File: src/rtl/umips_imem_loader.sv
// umips_imem_loader
//   Boot-time program loader placed in front of umips_top. Receives a framed
//   word stream (length N, N payload words, XOR checksum) over valid/ready,
//   writes the payload into instruction memory through a registered write
//   port, and holds the core in reset until the checksum has been verified.
//
// Ports
//   clk         system clock, rising edge
//   reset       synchronous, active-high
//   in_data     stream word
//   in_valid    in_data valid this cycle
//   in_ready    loader accepts a word this cycle (decoded from state only)
//   imem_we     one-cycle write pulse to instruction memory
//   imem_addr   instruction memory word address
//   imem_wdata  instruction memory write data
//   core_reset  active-high reset to umips_top; low only once verified
//   done        image loaded and verified
//   error       bad length header or checksum mismatch
//
// state | meaning
// ------+-------------------------------------------------------------
// HDR   | waiting for the length word N
// LOAD  | accepting payload words, one memory write per accepted word
// CHK   | waiting for the checksum word
// RUN   | image verified; core released (terminal until reset)
// ERR   | bad header or checksum; core held in reset (terminal)

module umips_imem_loader #(
  parameter int DATA_WIDTH = 32,
  parameter int ADDR_WIDTH = 8,
  parameter int MAX_WORDS  = 256
) (
  input  logic                  clk,
  input  logic                  reset,
  input  logic [DATA_WIDTH-1:0] in_data,
  input  logic                  in_valid,
  output logic                  in_ready,
  output logic                  imem_we,
  output logic [ADDR_WIDTH-1:0] imem_addr,
  output logic [DATA_WIDTH-1:0] imem_wdata,
  output logic                  core_reset,
  output logic                  done,
  output logic                  error
);

  // One extra bit so that N == 2**ADDR_WIDTH is representable.
  localparam int CW = ADDR_WIDTH + 1;

  typedef enum logic [2:0] {
    S_HDR,
    S_LOAD,
    S_CHK,
    S_RUN,
    S_ERR
  } state_t;

  state_t          state;
  state_t          state_nx;
  logic [CW-1:0]   len;
  logic [CW-1:0]   count;
  logic [DATA_WIDTH-1:0] csum;
  logic            hdr_bad;
  logic            last_word;

  // The full header word is range-checked, so junk in the upper bits is an error.
  assign hdr_bad   = (in_data == '0) || (in_data > DATA_WIDTH'(MAX_WORDS));
  assign last_word = (count == len - CW'(1));

  always_ff @(posedge clk) begin
    if (reset) state <= S_HDR;
    else       state <= state_nx;
  end

  always_comb begin
    state_nx = state;
    in_ready = 1'b0;
    case (state)
      S_HDR: begin
        in_ready = 1'b1;
        if (in_valid) state_nx = hdr_bad ? S_ERR : S_LOAD;
      end
      S_LOAD: begin
        in_ready = 1'b1;
        if (in_valid && last_word) state_nx = S_CHK;
      end
      S_CHK: begin
        in_ready = 1'b1;
        if (in_valid) state_nx = (in_data == csum) ? S_RUN : S_ERR;
      end
      S_RUN:   state_nx = S_RUN;
      S_ERR:   state_nx = S_ERR;
      default: state_nx = S_HDR;
    endcase
  end

  // Write port is registered: the write for a word accepted in LOAD appears
  // the following cycle. The last write therefore coincides with the first
  // cycle of CHK, so the core cannot leave reset before it completes.
  always_ff @(posedge clk) begin
    if (reset) begin
      len        <= '0;
      count      <= '0;
      csum       <= '0;
      imem_we    <= 1'b0;
      imem_addr  <= '0;
      imem_wdata <= '0;
    end else begin
      imem_we <= 1'b0;
      case (state)
        S_HDR: begin
          if (in_valid) begin
            len   <= in_data[CW-1:0];
            count <= '0;
            csum  <= '0;
          end
        end
        S_LOAD: begin
          if (in_valid) begin
            imem_we    <= 1'b1;
            imem_addr  <= count[ADDR_WIDTH-1:0];
            imem_wdata <= in_data;
            count      <= count + CW'(1);
            csum       <= csum ^ in_data;
          end
        end
        default: ;
      endcase
    end
  end

  assign done       = (state == S_RUN);
  assign error      = (state == S_ERR);
  assign core_reset = (state != S_RUN);

endmodule

File: config.mk
export PLATFORM = sky130hd
export DESIGN_NAME = umips_imem_loader
export DESIGN_NICKNAME = d
export VERILOG_FILES = /design/src/rtl/umips_imem_loader.sv
export SDC_FILE = /design/constraint.sdc
export NUM_CORES = 1
export LEC_CHECK = 0
export ABC_AREA = 1
export CAP_MARGIN = 20
export CORE_MARGIN = 2
export CORE_UTILIZATION = 45
export CTS_BUF_LIST = sky130_fd_sc_hd__clkbuf_4 sky130_fd_sc_hd__clkbuf_8
export DETAILED_ROUTE_END_ITERATION = 16
export PLACE_DENSITY = 0.73
export SKIP_CTS_REPAIR_TIMING = 1
export SLEW_MARGIN = 10
export SYNTH_ARGS = -nofsm -noshare
export SYNTH_HDL_FRONTEND = slang
export SYNTH_SLANG_ARGS = --single-unit
File: constraint.sdc
create_clock -name clk -period 1.4 [get_ports clk]
set_input_delay 0.21 -clock clk [delete_from_list [all_inputs] [get_ports clk]]
set_output_delay 0.21 -clock clk [all_outputs]
set_load 0.1 [all_outputs]
== Word level (Yosys, flattened, before mapping) ==
Index checks and enable logic that the tools add are counted.

* Logic and storage cells: 48
* Flip-flop bits (word level): 94
* Output and inout port bits: 45

* Equality and inequality tests: 11
* Reductions and logical operators: 11
* Mux-type cells: 14
* Bitwise gates (word level): 2
* Order comparisons: 1
* Add/subtract/negate cells: 2

{| class="wikitable"
|+ Operators with widths
! cell !! number
|-
| $mux W32 || 2
|-
| $pmux W32 S2 || 1
|-
| $eq A32 B32 Y1 || 1
|-
| $gt A32 B9 Y1 const B || 1
|-
| $logic_not A32 Y1 || 1
|-
| $xor A32 B32 Y32 || 1
|-
| $mux W9 || 2
|-
| $pmux W9 S2 || 1
|-
| $mux W3 || 5
|-
| $pmux W3 S5 || 1
|-
| $add A9 B1 Y9 const B || 1
|-
| $eq A9 B9 Y1 || 1
|-
| $sub A9 B1 Y9 const B || 1
|-
| $ne A2 B2 Y1 const B || 4
|-
| $eq A3 B2 Y1 const B || 2
|-
| $reduce_and A3 Y1 || 2
|-
| $reduce_and A2 Y1 || 2
|-
| $eq A3 B1 Y1 const B || 1
|-
| $eq A3 B3 Y1 const B || 1
|-
| $logic_not A3 Y1 || 1
|-
| $ne A3 B2 Y1 const B || 1
|-
| $reduce_or A3 Y1 || 1
|-
| $mux W1 || 2
|-
| $reduce_bool A2 Y1 || 1
|-
| 4 further kinds || 4
|}

== Longest topological paths before layout ==
* Depth in word-level cells: 5
* Gate-level depth with buffers: 14

== Worst setup path after synthesis ==
OpenSTA, ideal clock, no wires.

* Path kind: reg2reg
* Start: register state[0]
* End: register state[0]
* Arrival: 3.169 ns
* Stages on the path, launching flop included: 7
* Path slack: -1.839 ns
* Period minus slack after synthesis: 3.239 ns
* Path through: dfxtp_1 nand2_1 nor2_1 inv_1 nand3_1 nand3_1 a21oi_1

* Elaborated cells between the ends (all ways): 10

{| class="wikitable"
|+ RTL lines
! what !! line !! RTL
|-
| from (decl) || 57 || <nowiki>state_t state;</nowiki>
|-
| from (signal assigned) || 71 || <nowiki>else state <= state_nx;</nowiki>
|-
| $eq A3 B2 Y1 || - ||
|-
| named net done || 42 || <nowiki>output logic done,</nowiki>
|-
| $pmux W3 S5 || 77 || <nowiki>case (state)</nowiki>
|}

The timed path passes the listed nets, and every way through them passes these cells.
A chain may end at the register's enable or synchronous reset.

== Worst setup path after layout ==
* Start: register len[1]
* End: register state[1]

* Cells in the longest elaborated chain, start to end: 5

{| class="wikitable"
|+ RTL lines
! what !! line !! RTL
|-
| from (decl) || 59 || <nowiki>logic [CW-1:0] len;</nowiki>
|-
| from (signal assigned) || 112 || <nowiki>len <= in_data[CW-1:0];</nowiki>
|-
| $sub A9 B1 Y9 || 67 || <nowiki>assign last_word = (count == len - CW'(1));</nowiki>
|-
| $eq A9 B9 Y1 || 67 ||
|-
| $logic_and A1 B1 Y1 || 84 || <nowiki>if (in_valid && last_word) state_nx = S_CHK;</nowiki>
|-
| $ne A2 B2 Y1 (no source line) || - ||
|-
| $reduce_and A3 Y1 (no source line) || - ||
|}

Every way passes these cells.

==> flow_metrics.tcl <==
set metrics [dict create \
    ctsLongestPathBuffers 2 \
    yosysTopAreaCell "dfxtp_1" \
    grt.total_usage_pct 24.1 \
    grt_pass1_vias 4959 \
    cap_viol_max_count 0 \
    cp_num_cells 12 \
    peakVddDrop_mv 0.556 \
    vias 5161 \
    critPathArrivalTime_ns 2.01 \
    finClkSkew_ns 0.00563 \
    clk_latency_ns 0.36 \
    pin_count 80 \
    regArea_sq_um 1910 \
    status "complete, but fails checks" \
    cp-start-kind "register" \
    placed_cells 941 \
    drtIter0Drc 258 \
    worst_slack_ns -0.316 \
    combPwrFrac_pct 15.4 \
    drv_slew 0 \
    synth_top_area_share_pct 41.8 \
    syn-cell-area_sq_um 4500 \
    cp_top_family "simple AND/OR/NAND/NOR gates" \
    setup_viol 47 \
    crit_chain "inv_2 > ha_4 > nand2_1 > nor2_2 > nand3_1 > nand3_1 > nand3_1 > nor2_1 > nand2_1 > nand2_2 > nand3_2 > a21oi_2" \
    ys_ff_latch 94 \
    critPathCaptureType "register" \
    fin_util_pct 74.8 \
    critPathMaxFanout 4 \
    rsz0062_at_grt "yes" \
    wl_per_cell_microns 15.6 \
    yosysSeqAreaShare_pct 41.8 \
    cp.required_ns 1.69 \
    period_share_pct 123 \
    relSlewSlack_pct 74.4 \
    hold_depth 2 \
    pwr-share-clk_pct 35.0 \
    p_switching_uw 1420 \
    ant_nets 0 \
    cts_root_buf "clkbuf_8" \
    num-fill-cells 709 \
    hold_path.class "reg -> reg" \
    cts_tree "done" \
    die_w_microns 104 \
    crit_slowest_cell "dfxtp_2" \
    async_reset_ff_share_pct 0 \
    syn_avg_cell_area_sq_um 6.69 \
    power.density_nw_per_um2 749 \
    seqPwrFrac_pct 49.6 \
    fin_nets 877 \
    fin_cells 978 \
    die_h_microns 104 \
    numClockSinks 94 \
    synth_cell_types 34 \
    multi_input_area_sq_um 2400 \
    ctsHtreeMaxLevel 3 \
    vias_per_cell 5.28 \
    period_minus_slack_ns 1.72 \
    drc 0 \
    core_sq_um 9730 \
    dieArea_sq_um 10800 \
    reg2reg_depth 12 \
    drive_above_1_share_pct 28.4 \
    timing_worst_setup_path_type "reg -> reg" \
    synth_area_leaders "dfxtp_1 42%, nand2_1 15%, a21oi_1 9.1%" \
    diodes 0 \
    power_leakage_uw 0.00309 \
    dp_slack_ns -0.572 \
    numCtsBuffers 9 \
    fmax_ghz 0.583 \
    syn_nets 709 \
    initial_core_util_pct 46.2 \
    violations "negative setup slack" \
    gp_congestion 0.865 \
    ys_warn_count 0 \
    grt_pass1_wl_microns 21800 \
    antenna_found_initial 0 \
    syn_to_final_growth_pct 61.9 \
    gr-total-overflow 0 \
    synth_edf_count 0 \
    finalHoldViolations 0 \
    switching_share_pct 26.1 \
    dpl.hpwl_microns 9480 \
    cp_common_cell "nand3_1" \
    port_buffers 79 \
    cp_num_buf_inv 1 \
    cts.reportedPaths.clkPinSlew_ns 0.09 \
    critical_path.max_stage_delay_ns 0.33 \
    grt_max_degree 42 \
    p_int_uw 4030 \
    worstMarginPinSlew_ns 0.383 \
    drt_wl_total_microns 15300 \
    dr.pass1.iters 5 \
    syn_inst 672 \
    synthFlopType "dfxtp_1" \
    rows 36 \
]
sequential cells by signal (all words and copies together), names as in the netlist:
name and cells:
csum 32, imem_wdata 32, count 9, len 9, imem_addr 8, state 3
imem_we 1
final timing paths:
check,start,end,slack (ns)
setup / recovery,len[1],state[1],-0.32
hold / removal,csum[6],csum[6],0.48
setup reg to reg,len[1],state[1],-0.32
hold reg to reg,csum[6],csum[6],0.48
worst min-delay path: cells and delay by family (launching register included):
kind	cells	cell delay, ns
flip-flops	1	0.33
AND/OR/NAND/NOR	1	0.06
AO/OA/AOI/OAI	1	0.05
metrics by stage:
step	total power (uW)	setup TNS, ns	area (sq um)	hold slack, ns
finish	5450	-3.49	7280	0.482
global route	5660	-7.79	7280	0.501
CTS	5390	-2.17	6720	0.484
detailed placement	3510	-25.09	6510	0.471
global placement	3490	-22.84	6510	0.460
floorplan	3140	-3.47	4540	0.293
power by group through the flow:
stage	sequential (uW)	clock [uW]	combinational [uW]
6_report	2700	1910	839
5_1_grt	2710	2050	907
4_1_cts	2710	1940	744
3_5_place_dp	2770	0	739
3_3_place_gp	2770	0	716
2_1_floorplan	2770	0	362
cell usage after synthesis, drive strengths merged, types with 2 or more instances:
cell type and count:
nand4 7, ha 2, nand2 185, xnor2 8
o21ai 53, a211oi 2, nor3b 3, nor2 60
inv 86, nor3 7, buf 11, or2 8
nand3 42, dfxtp 94, a21oi 82, clkbuf 15
cells by family after synthesis:
kind of cell	synth area share, %
flip-flops	41.8
AO/OA/AOI/OAI	16.1
buffers and inverters	9.77
AND/OR/NAND/NOR	30.0
XOR/XNOR	1.75
adder cells (fa/ha/maj)	0.556
metal layers:
| metal | global-route usage, % | vias up | share of wire, % |
|---|---|---|---|
| met4 | 9.65 | 0 | 3.6 |
| met1 | 26.3 | 2401 | 36 |
| li1 | - | 2484 | - |
| met5 | 0 | - | 0 |
| met2 | 44.4 | 217 | 53 |
| met3 | 5.83 | 59 | 6.7 |
layout make-up:
class,count,share of cell area (%)
Clock inverter,3,0.567
Timing Repair Buffer,183,31.1
Inverter,86,4.56
Tap cell,133,2.29
Sequential cell,94,26.2
Multi-Input combinational cell,466,33.0
Clock buffer,13,2.29
layout by cell type (no fill, tap or decap), drive strengths merged, types with 2 or more instances in the layout:
master	instances
nand2	185
buf	143
dfxtp	94
inv	86
a21oi	82
nor2	60
o21ai	53
nand3	42
clkdlybuf4s50	34
clkbuf	19
xnor2	8
or2	8
nand4	7
nor3	7
nor3b	3
a211oi	2
ha	2
No activity file was read; power rests on OpenSTA's default activity.
